**src/rtl/pic_priority_controller.sv**
```systemverilog
// 8259-style interrupt sequencer: masks and nests requests against the ISR,
// runs the two-pulse INTA handshake, drives the vector and retires ISR bits.
module pic_priority_controller #(
   parameter int NUM_IR         = 8,
   parameter int SPURIOUS_LEVEL = 7
) (
   input  logic              clk,
   input  logic              reset,
   input  logic [NUM_IR-1:0] irr,
   input  logic [NUM_IR-1:0] imr,
   input  logic [4:0]        vector_base,
   input  logic              aeoi,
   input  logic              inta_n,
   input  logic              eoi,
   input  logic              seoi,
   input  logic [2:0]        eoi_level,
   output logic              int_out,
   output logic [NUM_IR-1:0] isr,
   output logic [NUM_IR-1:0] clear_irr,
   output logic [7:0]        data_out,
   output logic              data_oe
);

   localparam int LW = $clog2(NUM_IR);

   localparam logic [2:0] S_IDLE  = 3'd0;
   localparam logic [2:0] S_REQ   = 3'd1;
   localparam logic [2:0] S_ACK1  = 3'd2;
   localparam logic [2:0] S_WAIT2 = 3'd3;
   localparam logic [2:0] S_ACK2  = 3'd4;

   logic [2:0]        state;
   logic [LW-1:0]     level;
   logic              spurious;
   logic              inta_prev;

   logic [NUM_IR-1:0] pending;
   logic [LW-1:0]     winner;
   logic [LW-1:0]     isr_top;
   logic              qualified;
   logic              inta_fall;
   logic              inta_rise;
   logic [NUM_IR-1:0] set_mask;
   logic [NUM_IR-1:0] clr_mask;

   assign inta_fall = inta_prev & ~inta_n;
   assign inta_rise = ~inta_prev & inta_n;

   always_comb begin
      pending = irr & ~imr;
      winner  = '0;
      isr_top = '0;
      // Descending scan leaves the lowest-index (highest priority) bit.
      for (int unsigned i = NUM_IR; i > 0; i--) begin
         if (pending[LW'(i - 1)]) winner = LW'(i - 1);
         if (isr[LW'(i - 1)])     isr_top = LW'(i - 1);
      end
      qualified = (|pending) && ((isr == '0) || (winner < isr_top));
   end

   always_comb begin
      set_mask = '0;
      clr_mask = '0;
      if (state == S_REQ && inta_fall && qualified)
         set_mask = NUM_IR'(1) << winner;
      if (eoi)
         clr_mask = clr_mask | (isr & (~isr + 1'b1));
      if (seoi)
         clr_mask = clr_mask | (NUM_IR'(1) << eoi_level);
      if (state == S_ACK2 && inta_rise && aeoi && !spurious)
         clr_mask = clr_mask | (NUM_IR'(1) << level);
   end

   always_ff @(posedge clk) begin
      if (reset) begin
         state     <= S_IDLE;
         level     <= '0;
         spurious  <= 1'b0;
         inta_prev <= 1'b1;
         int_out   <= 1'b0;
         isr       <= '0;
         clear_irr <= '0;
         data_out  <= '0;
         data_oe   <= 1'b0;
      end else begin
         inta_prev <= inta_n;
         clear_irr <= '0;
         // A first-INTA set beats an EOI clear landing on the same bit.
         isr       <= (isr & ~clr_mask) | set_mask;
         case (state)
            S_IDLE: begin
               if (qualified) begin
                  int_out <= 1'b1;
                  state   <= S_REQ;
               end
            end
            S_REQ: begin
               if (inta_fall) begin
                  level     <= qualified ? winner : LW'(SPURIOUS_LEVEL);
                  spurious  <= !qualified;
                  clear_irr <= set_mask;
                  int_out   <= 1'b0;
                  state     <= S_ACK1;
               end
            end
            S_ACK1: begin
               if (inta_rise) state <= S_WAIT2;
            end
            S_WAIT2: begin
               if (inta_fall) begin
                  data_out <= {vector_base, level};
                  data_oe  <= 1'b1;
                  state    <= S_ACK2;
               end
            end
            S_ACK2: begin
               if (inta_rise) begin
                  data_out <= '0;
                  data_oe  <= 1'b0;
                  state    <= S_IDLE;
               end
            end
            default: state <= S_IDLE;
         endcase
      end
   end

endmodule
```
**config.mk**
```make
export PLATFORM = sky130hd
export DESIGN_NAME = pic_priority_controller
export DESIGN_NICKNAME = d
export VERILOG_FILES = /design/src/rtl/pic_priority_controller.sv
export SDC_FILE = /design/constraint.sdc
export NUM_CORES = 1
export LEC_CHECK = 0
export CAP_MARGIN = 0
export CORE_MARGIN = 2
export CORE_UTILIZATION = 45
export CTS_CLUSTER_DIAMETER = 50
export CTS_CLUSTER_SIZE = 28
export DETAILED_ROUTE_END_ITERATION = 10
export MAX_ROUTING_LAYER = met4
export PLACE_DENSITY = 0.81
export SLEW_MARGIN = 0
export SYNTH_ARGS = -nofsm -noshare
export SYNTH_HDL_FRONTEND = slang
export SYNTH_SLANG_ARGS = --single-unit
export TNS_END_PERCENT = 50
```
**constraint.sdc**
```tcl
create_clock -name clk -period 3.3 [get_ports clk]
set_clock_uncertainty 0.15 [all_clocks]
set_input_delay 0.495 -clock clk [delete_from_list [all_inputs] [get_ports clk]]
set_output_delay 0.495 -clock clk [all_outputs]
set_load 0.05 [all_outputs]
```
==> reports/metrics.yaml, run 1 <==
status: "finished clean"
antenna_found_initial: 0
syn_area_sq_um: 1710
fin_crit_ps: 2750
fin_crit_sh_pct: 83.4
numCtsBuffers: 5
htree_levels: 2
num_rows: 22
max_cap_viol_count: 0
drive_gt1_share_pct: 8.85
hold_viol: 0
io_buffers: 55
ios: 56
n_antenna_cell: 0
initial_utilization_pct: 46.7
grt_pass1_wl_microns: 7220
syn_nets: 229
synth-warning-count: 0
hold_path_class: "reg -> reg"
clock_latency_ps: 280
syn_avg_cell_area_sq_um: 8.63
power.total_mw: 1.10
setup_tns_ps: 0
synth-main-ff-cell: "dfxtp_1"
required_ps: 3350
clockRootBuffer: "clkbuf_8"
path_max_fanout: 7
post_cts_buffers: 0
cts.sink_count: 34
drt_wl_total_microns: 4250
wl_per_cell_microns: 13.8
synth_top_area_cell: "dfxtp_1"
grt_usage_pct: 22.1
grt_remaining_overflow: 0
cts.repair.resized: 0
hp-start: "data_oe"
setup_viol: 0
ys_ff_latch: 34
drtPass1Iterations: 4
powerDensity_nw_per_um2: 453
tritoncts: "built"
cts_hold_repair.buffers: 0
grt_max_degree: 14
syn_inst: 198
routabilityCongestion: 0.909
rsz0062_at_grt: "no"
maxSlewViolCount: 0
irDropWorstVdd_mv: 0.374
ant_nets: 0
worstReg2RegStart: "isr[2]"
ys_async_sr_fraction_pct: 0
vias_per_cell: 5.59
worstHoldEndpoint: "data_oe"
layout_setup_ws_ps: 548
critPathCaptureType: "flip-flop"
slew_headroom_pct: 56.6
cp_data_arrival_time_ps: 2800
vias: 1723
path_class: "in -> reg"
post-place-ws_ps: 361
worst_r2r_path_depth: 7
dr.first_iter.drc_count: 113
synth_top_area_share_pct: 39.8
synth_edf_count: 0
worstMarginPinSlew_ps: 652
area_growth_pct: 41.9
core_sq_um: 3660
synth.distinct_cells: 51
dpl.hpwl_microns: 3270
cts_buffer_depth: 2
die_h_microns: 65.6
rrSetupSlack_ps: 620
drc: 0
grt_pass1_vias: 1593
synth_area_leaders: "dfxtp_1, nor2_1, a22oi_1"
die_area_sq_um: 4310
ys_seq_area_share_pct: 39.8
power.leakage_nw: 0.853
die_w_microns: 65.6
cp-start-kind: "input pin"
fin_nets: 290
path_clk_slew_ps: 60
worstReg2RegEnd: "int_out"
min_delay_path_depth: 2
fmax_ghz: 0.363
==> layout make-up <==
| class | count | area [sq um] |
|---|---|---|
| inverters | 6 | 22.5 |
| fillers | 315 | 1240 |
| repair buffers | 58 | 573 |
| clock inverters | 1 | 30.0 |
| flip-flops and latches | 34 | 681 |
| clock buffers | 7 | 76.3 |
| multi-input cells | 154 | 982 |
| well taps | 48 | 60.1 |
==> flip-flops by register name, summed over array words and instances, names as in the netlist <==
register and cells:
level 3, isr 8, spurious 1, state 3
data_oe 1, data_out 8, int_out 1, inta_prev 1
clear_irr 8
==> cells in the mapped netlist, types with 4 or more instances <==
| cell type | number |
|---|---|
| inv_1 | 6 |
| nand2_1 | 8 |
| nor2b_1 | 9 |
| nor3_1 | 9 |
| nor2_1 | 28 |
| o21ai_1 | 7 |
| a21oi_1 | 9 |
| nand2b_1 | 10 |
| a22oi_1 | 9 |
| dfxtp_1 | 34 |
| o21ai_0 | 12 |
| o311a_1 | 4 |
==> worst max path at each step <==
stage | end | from | slack [ps] | cells past startpoint
5_1_grt | int_out | imr[0] | 360 | 9
3_5_place_dp | int_out | imr[0] | 360 | 9
2_1_floorplan | int_out | isr[2] | 570 | 8
6_report | state[0] | imr[0] | 550 | 8
3_3_place_gp | int_out | imr[0] | 450 | 9
4_1_cts | state[0] | imr[0] | 550 | 8
==> worst max-delay path, stage by stage <==
cell,delay [ps]
clkdlybuf4s50_1,440
nand2b_1,230
nand4_1,220
nor2b_1,260
ha_1,290
and2_1,190
a2111oi_0,480
o2bb2ai_1,190
==> power by group <==
group | switching [mW] | total [mW] | internal [mW]
sequential | 0.0284 | 0.467 | 0.439
combinational | 0.150 | 0.264 | 0.114
clock | 0.141 | 0.367 | 0.226
total | 0.320 | 1.10 | 0.779
==> cell families after synthesis <==
family          share of synthesized area [%]
compound gates                           27.6
xor+xnor                                0.513
fa+ha+maj                               0.732
buf+inv                                  2.71
flops                                    39.8
simple gates                             28.6
==> cell usage in the layout (no fill, tap or decap), types with 2 or more instances in the layout <==
master / netlist / routed
clkdlybuf4s50_1: 0 / 55
dfxtp_1: 34 / 34
nor2_1: 28 / 28
o21ai_0: 12 / 12
nand2b_1: 10 / 10
nor2b_1: 9 / 9
a22oi_1: 9 / 9
a21oi_1: 9 / 9
nor3_1: 9 / 9
nand2_1: 8 / 8
o21ai_1: 7 / 7
inv_1: 6 / 6
clkbuf_8: 0 / 5
o311a_1: 4 / 4
nand4_1: 3 / 3
o211ai_1: 3 / 3
o311ai_0: 3 / 3
buf_4: 0 / 3
or4_4: 2 / 2
and3_1: 2 / 2
o31ai_1: 2 / 2
and2_1: 2 / 2
a211oi_1: 2 / 2
o221ai_1: 2 / 2
nor4b_1: 2 / 2
clkbuf_1: 2 / 2
==> per-stage QoR <==
stage | instances | utilization [%] | cell area [sq um] | hold WS (ps)
finish | 308 | 66.2 | 2420 | 349
global route | 308 | 66.2 | 2420 | 358
CTS | 308 | 66.2 | 2420 | 350
detailed placement | 300 | 63.3 | 2320 | 337
global placement | 300 | 63.3 | 2320 | 330
floorplan | 198 | - | 1710 | 347
==> layer usage <==
layer	up-vias	track usage, %	part of all wire (%)	wire length, microns
li1	870	-	-	-
met1	793	28.4	46	1950
met3	10	5.65	7.0	297
met4	0	8.07	1.2	50
met2	50	33.5	46	1950
met5	-	-	0	0
(Power assumes the default switching activity.)
==> inputs of run 2 (changes only) <==
==> constraint.sdc (replaced) <==
create_clock -name clk -period 2.7 [get_ports clk]
set_clock_uncertainty 0.15 [all_clocks]
set_input_delay 0.405 -clock clk [delete_from_list [all_inputs] [get_ports clk]]
set_output_delay 0.405 -clock clk [all_outputs]
set_load 0.05 [all_outputs]
==> run 2 against run 1 <==
Net effect: clock power is 24% higher; via count increased by 3.3%; non-clock buffer count grew 9; setup slack lost 350 ps; power rose by 24%; critical path type is now reg -> reg.
==> reports/metrics.yaml, run 2 (synthesis gave the netlist of run 1 again) <==
status: "finished clean"
fmax_ghz: 0.400
maxSlewViolCount: 0  # unchanged
required_ps: 2730  # -620 ps
irDropWorstVdd_mv: 0.446  # +19%
grt_pass1_wl_microns: 7400  # +2.5%
vias_per_cell: 5.61  # +0.32%
post-place-ws_ps: 9.11  # -352 ps
routabilityCongestion: 0.950  # +4.5%
worstReg2RegEnd: "int_out"
max_cap_viol_count: 0  # unchanged
worstHoldEndpoint: "data_out[7]"
hp-start: "data_out[7]"
crit_chain: "or4_4 -> or2b_2 -> ha_1 -> o21ai_0 -> a211oi_1 -> o2bb2ai_2 -> a31o_2"
worstReg2RegStart: "isr[0]"
grt_pass1_vias: 1654  # +3.8%
die_h_microns: 65.6  # unchanged
setup_viol: 0  # unchanged
antenna_found_initial: 0  # unchanged
cts.sink_count: 34  # unchanged
path_class: "reg -> reg"
die_area_sq_um: 4310  # unchanged
path_max_fanout: 6  # -1
p_sw_mw: 0.397  # +24%
comb_power_share_pct: 24.7  # +0.6 points
final_area_sq_um: 2490  # +2.8%
fin_cells: 317  # +2.9%
internal-power_mw: 0.963  # +24%
place_area_sq_um: 2390  # +3.0%
io_buffers: 55  # unchanged
fin_nets: 299  # +3.1%
min_delay_path_depth: 2  # unchanged
rsz0062_at_grt: "no"
num_rows: 22  # unchanged
pwr-share-seq_pct: 41.8  # -0.7 points
slew_headroom_pct: 65.8  # +9.2 points
power.total_mw: 1.36  # +24%
critPathCaptureType: "flip-flop"
worstMarginPinSlew_ps: 512  # -140 ps
wl_per_cell_microns: 13.9  # +0.73%
drc: 0  # unchanged
fin_crit_sh_pct: 92.5
grt_remaining_overflow: 0  # unchanged
tritoncts: "built"
area_growth_pct: 45.9
grt_max_degree: 12  # -2
vias: 1779  # +3.3%
numCtsBuffers: 5  # unchanged
drt_wl_total_microns: 4410  # +3.7%
path_clk_slew_ps: 70  # about the same
hold_path_class: "reg -> reg"
fin_crit_ps: 2500
grt_usage_pct: 22.7  # +0.63 points
worst_r2r_path_depth: 7  # unchanged
ant_nets: 0  # unchanged
cts_buffer_depth: 2  # unchanged
reg_top3: "clear_irr (8), data_out (8), isr (8)"
dp.cells: 309  # +3.0%
die_w_microns: 65.6  # unchanged
final.fill_count: 306  # -2.9%
core_sq_um: 3660  # unchanged
clockRootBuffer: "clkbuf_8"
dr.first_iter.drc_count: 111  # -1.8%
n_antenna_cell: 0  # unchanged
layout_setup_ws_ps: 203  # -345 ps
power.leakage_nw: 0.897  # +5.2%
setup_tns_ps: 0  # unchanged
crit_slowest_cell: "or4_4"
cp_data_arrival_time_ps: 2530  # -270 ps
powerDensity_nw_per_um2: 545  # +20%
hold_viol: 0  # unchanged
cpPeakStageDelay_ps: 560  # +80 ps
cts.repair.resized: 0  # unchanged
final_common_cell: "clkdlybuf4s50_1"
clock_latency_ps: 290  # about the same
p_sw_share_pct: 29.2  # +0.083 points
layout_common_cells: "clkdlybuf4s50_1, dfxtp_1, nor2_1"
power_frac_clock_pct: 33.4  # about the same
dpl.hpwl_microns: 3330  # +2.1%
post_cts_buffers: 0  # unchanged
htree_levels: 2  # unchanged
ios: 56  # unchanged
drtPass1Iterations: 4  # unchanged
drive_gt1_share_pct: 12.3  # +3.4 points
rrSetupSlack_ps: 200  # -420 ps
initial_utilization_pct: 46.7  # unchanged
cp-start-kind: "flip-flop"
cts_hold_repair.buffers: 0  # unchanged
## run 2: cell count changes in the layout (fill, tap and decap cells not counted)
cell	change
dfxtp_2	+1
buf_4	+9
dfxtp_1	-1
## run 2: metrics by stage
step	utilization [%]	hold slack, ps
2_1_floorplan	-	347
3_3_place_gp	65.2	336
3_5_place_dp	65.2	333
4_1_cts	68.1	353
5_1_grt	68.1	384
6_report	68.1	345
## run 2: worst max path at each step
stage / depth (start not counted) / slack [ps] / end / from
finish: 7 / 200 / int_out / isr[0]
global route: 7 / 30 / level[2] / isr[0]
CTS: 7 / 210 / int_out / isr[0]
detailed placement: 8 / 9 / state[0] / irr[6]
global placement: 9 / 110 / int_out / imr[5]
floorplan: 7 / 20 / int_out / isr[0]
## run 2: cell type report
cell class,instances,area (sq um),share of cell area (%)
inverter,6,22.5,0.903
clock inverter,1,30.0,1.20
tap,48,60.1,2.41
clock buffer,7,76.3,3.06
sequential,34,682,27.3
multi-input combinational,154,982,39.4
timing repair buffer,67,641,25.7
## run 2: worst max-delay path, delay by kind of cell, from the launching register on
family,cells,cell delay [ps]
adder cells (fa/ha/maj),1,310
AO/OA/AOI/OAI,4,740
AND/OR/NAND/NOR,2,860
flip-flops,1,310
## run 2: metal layers
| metal | wire (microns) | vias up | global-route usage (%) |
|---|---|---|---|
| met5 | 0 | - | - |
| met4 | 61 | 0 | 6.51 |
| met3 | 267 | 7 | 5.65 |
| met2 | 2000 | 61 | 36.0 |
| met1 | 2080 | 824 | 28.8 |
| li1 | - | 887 | - |
## run 2: power by group through the flow
stage	combinational, mW	sequential (mW)	clock, mW
final	0.336	0.569	0.455
after global routing	0.367	0.573	0.483
after CTS	0.335	0.568	0.459
after detailed placement	0.331	0.579	0
after global placement	0.329	0.578	0
after floorplan	0.159	0.618	0
==> inputs of run 3 (changes only) <==
--- a/config.mk
+++ b/config.mk
@@ -5,14 +5,13 @@
 export SDC_FILE = /design/constraint.sdc
 export NUM_CORES = 1
 export LEC_CHECK = 0
-export CAP_MARGIN = 0
 export CORE_MARGIN = 2
-export CORE_UTILIZATION = 45
+export CORE_UTILIZATION = 49
 export CTS_CLUSTER_DIAMETER = 50
 export CTS_CLUSTER_SIZE = 28
 export DETAILED_ROUTE_END_ITERATION = 10
 export MAX_ROUTING_LAYER = met4
-export PLACE_DENSITY = 0.81
+export PLACE_DENSITY = 0.87
 export SLEW_MARGIN = 0
 export SYNTH_ARGS = -nofsm -noshare
 export SYNTH_HDL_FRONTEND = slang
==> constraint.sdc (replaced) <==
create_clock -name clk -period 3.02 [get_ports clk]
set_clock_uncertainty 0.15 [all_clocks]
set_input_delay 0.453 -clock clk [delete_from_list [all_inputs] [get_ports clk]]
set_output_delay 0.453 -clock clk [all_outputs]
set_load 0.05 [all_outputs]
==> run 3 against run 2 <==
Net effect: clock power is 40% lower; core utilization is 4.1 points higher; final cell count is 2.2% lower; combinational power is 12% lower; largest cell class unchanged; wire length is 0.61% higher; register-to-register slack better by 100 ps; hold slack better by 21 ps; via count is 1.4% higher; critical endpoint unchanged.
==> reports/metrics.yaml, run 3 (synthesis gave the netlist of run 1 again) <==
slew_headroom_pct: 64.5  # -1.3 points
area_growth_pct: 41.0
rrSetupSlack_ps: 310  # +100 ps
use_met3_pct: 4.82  # -0.83 points
drc: 0  # unchanged
numCtsBuffers: 5  # unchanged
fmax_ghz: 0.368  # -8.0%
grt_max_degree: 14  # +2
fin_crit_ps: 2710  # +217 ps
vias: 1804  # +1.4%
dr.first_iter.drc_count: 213  # +92%
cts_buffer_depth: 2  # unchanged
clockRootBuffer: "clkbuf_4"
required_ps: 3120  # +390 ps
power_frac_clock_pct: 25.3  # -8.1 points
path_clk_slew_ps: 110  # +40 ps
die_area_sq_um: 3980  # -7.7%
fin_crit_sh_pct: 89.9  # -2.6 points
path_max_fanout: 7  # +1
n_antenna_cell: 0  # unchanged
top_usage_layer: "met2"
grt_usage_pct: 23.8  # +1.1 points
fin_nets: 294  # -1.7%
maxSlewViolCount: 0  # unchanged
final_util_pct: 72.2  # +4.1 points
power.leakage_nw: 0.855  # -4.8%
drive_gt1_share_pct: 11.0  # -1.3 points
cts_hold_repair.buffers: 0  # unchanged
tritoncts: "built"
cp_data_arrival_time_ps: 2810  # +280 ps
post-place-ws_ps: 153  # +144 ps
reg_top3: "clear_irr (8), data_out (8), isr (8)"
drt_wl_total_microns: 4430  # +0.61%
final.fill_count: 276  # -9.8%
worstReg2RegEnd: "int_out"
cts.sink_count: 34  # unchanged
post_cts_buffers: 0  # unchanged
hold_path_class: "reg -> reg"
comb_power_share_pct: 27.2  # +2.5 points
pwr-share-seq_pct: 47.4  # +5.6 points
antenna_found_initial: 0  # unchanged
regArea_sq_um: 681  # -0.18%
power.total_mw: 1.08  # -21%
max_cap_viol_count: 0  # unchanged
worst_r2r_path_depth: 7  # unchanged
use_met2_pct: 39.1  # +3.1 points
p_sw_share_pct: 33.2  # +4.0 points
irDropWorstVdd_mv: 0.368  # -17%
grt_remaining_overflow: 0  # unchanged
worstMarginPinSlew_ps: 527  # +14.8 ps
clock_latency_ps: 340  # +50 ps
p_sw_mw: 0.358  # -9.9%
grt_pass1_vias: 1688  # +2.1%
powerDensity_nw_per_um2: 447  # -18%
critPathCaptureType: "flip-flop"
hold_viol: 0  # unchanged
ios: 56  # unchanged
crit_start: "isr[0]"
ant_nets: 0  # unchanged
wl_per_cell_microns: 14.3  # +2.9%
final_common_cell: "clkdlybuf4s50_1"
multi_input_area_sq_um: 982  # unchanged
rsz0062_at_grt: "no"
drtPass1Iterations: 4  # unchanged
setup_tns_ps: 0  # unchanged
vias_per_cell: 5.82  # +3.7%
htree_levels: 2  # unchanged
dpl.hpwl_microns: 3410  # +2.3%
cts.repair.resized: 0  # unchanged
grt_pass1_wl_microns: 7490  # +1.2%
layout_common_cells: "clkdlybuf4s50_1, dfxtp_1, nor2_1"
initial_utilization_pct: 51.2  # +4.5 points
cp-endpoint: "int_out"
routabilityCongestion: 0.917  # -3.5%
path_class: "reg -> reg"
internal-power_mw: 0.720  # -25%
die_h_microns: 63.1  # -3.9%
die_w_microns: 63.1  # -3.9%
core_sq_um: 3340  # -8.9%
grt_use_met1_pct: 29.0  # +0.20 points
io_buffers: 55  # unchanged
status: "finished clean"
cp-start-kind: "flip-flop"
worstReg2RegStart: "isr[0]"
layout_setup_ws_ps: 305  # +103 ps
num_rows: 21  # -4.5%
setup_viol: 0  # unchanged
-- run 3: cell count changes in the layout (fill, tap and decap cells not counted) --
cell	change
buf_4	-5
clkbuf_4	+5
clkbuf_8	-4
clkbuf_1	-2
bufinv_16	-1
clkinv_2	+1
clkinvlp_4	+1
dfxtp_1	+1
dfxtp_2	-1
-- run 3: layout make-up --
class,count,share of cell area [%]
Clock buffer,6,2.13
Clock inverter,2,0.519
Inverter,6,0.935
Multi-Input combinational cell,154,40.8
Sequential cell,34,28.2
Tap cell,46,2.39
Timing Repair Buffer,62,25.0
-- run 3: power groups by stage --
stage                     logic, mW  clock network, mW  registers (mW)
after floorplan               0.142                  0           0.553
after global placement        0.285                  0           0.518
after global routing          0.317              0.295           0.514
after detailed placement      0.289                  0           0.519
after CTS                     0.291              0.271           0.509
final                         0.294              0.273           0.511
-- run 3: how the worst min path moves through the flow --
stage	start	to	slack (ps)	cells past startpoint
2_1_floorplan	state[2]	state[1]	350	1
3_3_place_gp	data_oe	data_oe	320	2
3_5_place_dp	data_out[6]	data_out[6]	340	2
4_1_cts	data_out[3]	data_out[3]	370	2
5_1_grt	data_out[2]	data_out[2]	420	2
6_report	data_out[2]	data_out[2]	370	2
-- run 3: stage by stage --
stage	instances	hold WS, ps	instance area (sq um)
floorplan	198	347	1710
global placement	302	321	2350
detailed placement	302	341	2350
CTS	310	368	2410
global route	310	417	2410
finish	310	367	2410
-- run 3: critical path, stage by stage (launching register included) --
cell       delay [ps]
dfxtp_1           390
or4_4             580
or2b_2            310
ha_1              310
o21ai_0           180
a211oi_1          340
o2bb2ai_2         150
a31o_2            220
-- run 3: layer usage --
layer,wire [microns],vias to the layer above
met1,1990,845
li1,-,881
met3,254,10
met5,0,-
met2,2120,68
met4,65,0
